File: config.mk
export PLATFORM = sky130hd
export DESIGN_NAME = udt_tx_scheduler
export DESIGN_NICKNAME = d
export VERILOG_FILES = /design/src/rtl/udt_tx_scheduler.sv
export SDC_FILE = /design/constraint.sdc
export NUM_CORES = 1
export LEC_CHECK = 0
export BUFFER_PORTS_ARGS = -buffer_cell sky130_fd_sc_hd__buf_2
export CAP_MARGIN = 10
export CORE_AREA = 2 2 211 213
export CTS_CLUSTER_DIAMETER = 60
export DETAILED_ROUTE_END_ITERATION = 12
export DIE_AREA = 0 0 213 215
export HOLD_SLACK_MARGIN = 0.06
export RECOVER_POWER = 50
export SLEW_MARGIN = 20
export SYNTH_ARGS = -nofsm -noshare
export SYNTH_HDL_FRONTEND = slang
export SYNTH_SLANG_ARGS = --single-unit
export TNS_END_PERCENT = 30
File: constraint.sdc
create_clock -name core_clk -period 2.5 [get_ports core_clk]
set_clock_uncertainty 0.15 [all_clocks]
set_input_delay 0.25 -clock core_clk [delete_from_list [all_inputs] [get_ports core_clk]]
set_output_delay 0.25 -clock core_clk [all_outputs]
set_load 0.01 [all_outputs]
File: src/rtl/udt_tx_scheduler.sv
// Packet-atomic arbiter muxing UDT control and data packet streams onto one UDP tx stream.
// Optional fairness (macro UDT_TX_FAIR_EN): data is granted after CTRL_BURST_MAX straight control grants.
module udt_tx_scheduler #(
    parameter logic [47:0] FPGA_MAC_SRC         = 48'hba0203040506,
    parameter logic [47:0] FPGA_MAC_DES         = 48'hffffffffffff,
    parameter logic [31:0] FPGA_IP_SRC          = 32'hc0a8006f,
    parameter logic [31:0] FPGA_IP_DES_DEAFAULT = 32'hc0a800ff,
    parameter int          PORT                 = 10086,
    parameter int          CTRL_BURST_MAX       = 4,
    // reset value of both packet counters; nonzero only to reach the wrap point quickly
    parameter logic [15:0] PKT_CNT_INIT         = 16'd0
) (
    input  logic        core_clk,
    input  logic        core_rst,
    input  logic [47:0] cfg_mac_dest,
    input  logic [31:0] cfg_ip_dest,
    input  logic [15:0] cfg_port_dest,
    input  logic        ctrl_tvalid,
    output logic        ctrl_tready,
    input  logic [63:0] ctrl_tdata,
    input  logic [7:0]  ctrl_tkeep,
    input  logic        ctrl_tlast,
    input  logic        data_tvalid,
    output logic        data_tready,
    input  logic [63:0] data_tdata,
    input  logic [7:0]  data_tkeep,
    input  logic        data_tlast,
    input  logic        udp_tx_tready,
    output logic        udp_tx_tvalid,
    output logic        udp_tx_tlast,
    output logic [7:0]  udp_tx_tkeep,
    output logic [63:0] udp_tx_tdata,
    output logic [47:0] udp_tx_mac_src,
    output logic [47:0] udp_tx_mac_dest,
    output logic [31:0] udp_tx_ip_src,
    output logic [31:0] udp_tx_ip_dest,
    output logic [15:0] udp_tx_port_src,
    output logic [15:0] udp_tx_port_dest,
    output logic        sched_busy,
    output logic [15:0] ctrl_pkt_cnt,
    output logic [15:0] data_pkt_cnt
);

    typedef enum logic [1:0] {IDLE, CTRL, DATA} state_t;

    state_t state;
    logic   grant_data;

`ifdef UDT_TX_FAIR_EN
    localparam logic [7:0] BURST = 8'(CTRL_BURST_MAX);
    logic [7:0] ctrl_run;

    assign grant_data = data_tvalid && (!ctrl_tvalid || ctrl_run >= BURST);
`else
    logic [7:0] unused_burst;

    assign unused_burst = 8'(CTRL_BURST_MAX);
    assign grant_data   = data_tvalid && !ctrl_tvalid;
`endif

    assign udp_tx_mac_src  = FPGA_MAC_SRC;
    assign udp_tx_ip_src   = FPGA_IP_SRC;
    assign udp_tx_port_src = 16'(PORT);
    assign sched_busy      = (state != IDLE);

    // Pass-through is gated by reset so tready drops in the very cycle reset is sampled.
    always_comb begin
        udp_tx_tvalid = 1'b0;
        udp_tx_tlast  = 1'b0;
        udp_tx_tkeep  = 8'h00;
        udp_tx_tdata  = 64'h0;
        ctrl_tready   = 1'b0;
        data_tready   = 1'b0;
        if (!core_rst) begin
            case (state)
                CTRL: begin
                    udp_tx_tvalid = ctrl_tvalid;
                    udp_tx_tlast  = ctrl_tlast;
                    udp_tx_tkeep  = ctrl_tkeep;
                    udp_tx_tdata  = ctrl_tdata;
                    ctrl_tready   = udp_tx_tready;
                end
                DATA: begin
                    udp_tx_tvalid = data_tvalid;
                    udp_tx_tlast  = data_tlast;
                    udp_tx_tkeep  = data_tkeep;
                    udp_tx_tdata  = data_tdata;
                    data_tready   = udp_tx_tready;
                end
                default: ;
            endcase
        end
    end

    always_ff @(posedge core_clk) begin
        if (core_rst) begin
            state            <= IDLE;
            ctrl_pkt_cnt     <= PKT_CNT_INIT;
            data_pkt_cnt     <= PKT_CNT_INIT;
            udp_tx_mac_dest  <= FPGA_MAC_DES;
            udp_tx_ip_dest   <= FPGA_IP_DES_DEAFAULT;
            udp_tx_port_dest <= 16'(PORT);
`ifdef UDT_TX_FAIR_EN
            ctrl_run         <= 8'd0;
`endif
        end else begin
            case (state)
                IDLE: begin
                    if (grant_data || ctrl_tvalid) begin
                        udp_tx_mac_dest  <= cfg_mac_dest;
                        udp_tx_ip_dest   <= cfg_ip_dest;
                        udp_tx_port_dest <= cfg_port_dest;
                    end
                    if (grant_data) begin
                        state <= DATA;
`ifdef UDT_TX_FAIR_EN
                        ctrl_run <= 8'd0;
`endif
                    end else if (ctrl_tvalid) begin
                        state <= CTRL;
`ifdef UDT_TX_FAIR_EN
                        if (ctrl_run != 8'hff) ctrl_run <= ctrl_run + 8'd1;
`endif
                    end
                end
                CTRL: begin
                    if (ctrl_tvalid && udp_tx_tready && ctrl_tlast) begin
                        state        <= IDLE;
                        ctrl_pkt_cnt <= ctrl_pkt_cnt + 16'd1;
                    end
                end
                DATA: begin
                    if (data_tvalid && udp_tx_tready && data_tlast) begin
                        state        <= IDLE;
                        data_pkt_cnt <= data_pkt_cnt + 16'd1;
                    end
                end
                default: state <= IDLE;
            endcase
        end
    end

endmodule

==> metrics <==
CTS tree=done; std cell rows=slightly below 80; Setup crit start kind=register; worst slack at placement=about 0.27 ns; depth of the worst register-to-register path=7; number of synthesized flops with an enable pin=0; slew margin rel.=~47%; count of max-cap constraint violations=0; setup repair after global routing missed its margin=yes; root buf cell=sky130_fd_sc_hd__clkbuf_16; number of H-tree levels=4; worst endpoint data arrival time=~2.0 ns; area share of the largest cell type after synthesis=38.8%; cell family contributing the most delay on the critical path=buffers and inverters; detailed-route vias per instance=slightly below 4; first-pass GRT wire length=between 40,000 and 50,000 um; capturing element type of the critical path=output port; initial antenna violation count=4; reported leakage power=~4.8 nW; starting utilization of the core area=approximately 15%; count of unique library cells instantiated by Yosys=37; crit-path cells=inv_1 -> ha_4 -> buf_8 -> a22oi_1 -> nor2_1 -> buf_2; final instance count without filler cells=between 1,500 and 2,000; Synth area leader=sky130_fd_sc_hd__dfxtp_1; flip-flop and latch count after synthesis=between 100 and 150; internal reg-to-reg setup slack=~0.25 ns; worst-case hold slack=0.206 ns; FFs w/ async S/R, synth=0%; die height=approximately 220 um; estimated wirelength of the detail-placed design=25,200 um; post-route minimum period=2.41 ns; cell area power density=roughly 660 mW/mm^2; sequential fraction of the synthesis area=38.8%; beginning of the worst hold path=core_rst; first-pass iteration count of the detailed router=5; clock tree buffer depth=2; net total in the final layout=between 1,500 and 2,000; Final Worst Setup Slack=about 0.090 ns; highest net fanout along the worst path=44; number of standard cells after synthesis=877; worst skew pair latency=between 0.4 and 0.5 ns; Num CTS Buffers=17; gp weighted congestion=~0.9; transition time of the tightest slew-check pin=slightly below 0.8 ns; wire per inst=around 16 um; cell with the largest stage delay on the worst path=sky130_fd_sc_hd__a22oi_1; origin of the critical flop-to-flop path=state[0]$_SDFFE_PP0P_; syn_area_per_cell=about 7.7 um^2; io pins=roughly 550; GRT Overall Usage=a little over an eighth; most frequent standard cell in the layout excluding fill and tap cells=sky130_fd_sc_hd__buf_2; routed via count=between 7,000 and 8,000; cell count after placement=about 1,900; top library cells by usage in the layout, fill and taps aside=sky130_fd_sc_hd__buf_2, sky130_fd_sc_hd__nand2_1, sky130_fd_sc_hd__dfxtp_1; CP Launch Point=state[1]$_SDFFE_PP0P_; stage delay of the slowest cell on the critical path=roughly 0.43 ns; initial detailed-routing violation count=between 400 and 500; dominant register cell in the synthesized netlist=sky130_fd_sc_hd__dfxtp_1; Buf+Inv Stages, Crit Path=3; run status=complete, no violations; fraction of layout cells with a size suffix above 1=between 20% and 30%; Setup-failing EPs final=0; count of synthesis-stage warnings from yosys=0; worst hold-check path type=input port to register; highest achievable clock rate=0.415 GHz; placeable core region=~0.044 mm^2; number of pins with negative max-slew slack in the final report=0; total clock sinks=between 100 and 150; Antenna Violating Nets Remaining=0; kind of critical path=register to output port; count of final hold-check violations=0; die width=between 200 and 250 um; peak supply drop=roughly 0.33 mV; area growth from synthesis to layout=60.9%; Reg-to-Reg End=data_pkt_cnt[9]$_SDFFE_PP0P_; cell area after synthesis=0.00671 mm^2; GRT overflow=0; ranking of synthesized cells by area=sky130_fd_sc_hd__dfxtp_1, sky130_fd_sc_hd__nand2_1, sky130_fd_sc_hd__buf_4, sky130_fd_sc_hd__a22oi_1, sky130_fd_sc_hd__nand3b_1; Critical Path Stages=6; clock slew seen by the registers of the worst setup and hold paths=around 0.07 ns; number of global-route vias before repair=about 7,500; drt total wl=around 32,000 um; Residual DRC=0; period utilization=slightly below 100%; largest net degree at the start of global routing=a little under 100; Total Die Area=about 0.046 mm^2; number of buffers added for setup after CTS=0; termination of the worst setup path=udp_tx_tlast; count of port buffers added during placement=~450; required time of the worst setup path=between 2 and 2.5 ns
## synth_stat cells (3+ instances only)
library cell	instances
sky130_fd_sc_hd__nand2_1	202
sky130_fd_sc_hd__dfxtp_1	130
sky130_fd_sc_hd__nor2_1	100
sky130_fd_sc_hd__buf_4	96
sky130_fd_sc_hd__a22oi_1	75
sky130_fd_sc_hd__nand3b_1	69
sky130_fd_sc_hd__clkbuf_1	44
sky130_fd_sc_hd__a21oi_1	39
sky130_fd_sc_hd__buf_1	18
sky130_fd_sc_hd__nand3_1	17
sky130_fd_sc_hd__xor2_1	13
sky130_fd_sc_hd__nand4_1	8
sky130_fd_sc_hd__and4_1	6
sky130_fd_sc_hd__ha_1	6
sky130_fd_sc_hd__o21ai_0	6
sky130_fd_sc_hd__or3_1	6
sky130_fd_sc_hd__xnor2_1	6
sky130_fd_sc_hd__inv_1	4
sky130_fd_sc_hd__and2_1	3
sky130_fd_sc_hd__nand2b_1	3
sky130_fd_sc_hd__o31ai_1	3
sky130_fd_sc_hd__or4_1	3
## cell type report
type	instances	area (um^2)
diodes	3	7.51
clock buffers	18	439
clock inverters	13	185
fillers	4793	32800
inverters	4	15.0
multi-input cells	677	3570
flip-flops and latches	130	2600
well taps	592	741
repair buffers	561	3240
## worst min-delay path, stage by stage
cell and delay, ns:
sky130_fd_sc_hd__buf_4 0.15, sky130_fd_sc_hd__buf_12 0.21, sky130_fd_sc_hd__nor2_1 0.12
## worst min path at each step
| stage | endpoint | depth (start not counted) |
|---|---|---|
| detailed placement | udp_tx_ip_dest[18]$_SDFFE_PP0P_ | 2 |
| global route | data_pkt_cnt[7]$_SDFFE_PP0P_ | 3 |
| CTS | data_pkt_cnt[1]$_SDFFE_PP0P_ | 3 |
| global placement | udp_tx_ip_dest[14]$_SDFFE_PP0P_ | 2 |
| finish | data_pkt_cnt[7]$_SDFFE_PP0P_ | 3 |
| floorplan | udp_tx_ip_dest[0]$_SDFFE_PP1P_ | 2 |
## power by group
| group | internal (W) | switching (W) | total, W |
|---|---|---|---|
| Clock | 0.00169 | 0.000958 | 0.00265 |
| Combinational | 0.000742 | 0.00126 | 0.00200 |
| Sequential | 0.00231 | 0.000122 | 0.00243 |
| Total | 0.00474 | 0.00234 | 0.00708 |
## through the flow
stage                     setup TNS, ns  power, W  instance area [um^2]  utilization, %
after floorplan                       0   0.00361                  7060               -
after global routing            -0.0303   0.00749                 10800            24.7
after global placement                0   0.00436                  9280            21.3
final                                 0   0.00708                 10800            24.7
after CTS                             0   0.00727                 11000            25.1
after detailed placement              0   0.00439                  9280            21.3
## logic make-up after synthesis
logic type                 share of synthesized area [%]
muxes                                              0.317
AOI/OAI and AO/OA                                   12.6
xor gates and xnor gates                            2.48
and+or+nand+nor                                     30.0
adders and majority gates                           1.12
other                                              0.112
buffers and inverters                               14.6
DFF                                                 38.8
## per-layer routing
metal  wire (um)  track usage (%)  vias up  part of all wire [%]
met5          16                0        -                 0.049
met1       12200             13.7     3681                    37
met3        2690             4.37       55                   8.3
met2       16300             24.3      351                    50
met4        1340             6.46        2                   4.1
li1            -                -     3785                     -
## state kept, by name (all words and copies together), names as in the netlist
signal / count
state: 2
ctrl_pkt_cnt: 16
data_pkt_cnt: 16
udp_tx_port_dest: 16
udp_tx_mac_dest: 48
udp_tx_ip_dest: 32
## timing repair
item	4_1_cts	5_1_grt
setup endpoints to repair	37	16
hold buffers	98	0
resized for setup	16	2
hold endpoints to repair	98	0
(Power assumes the default switching activity.)
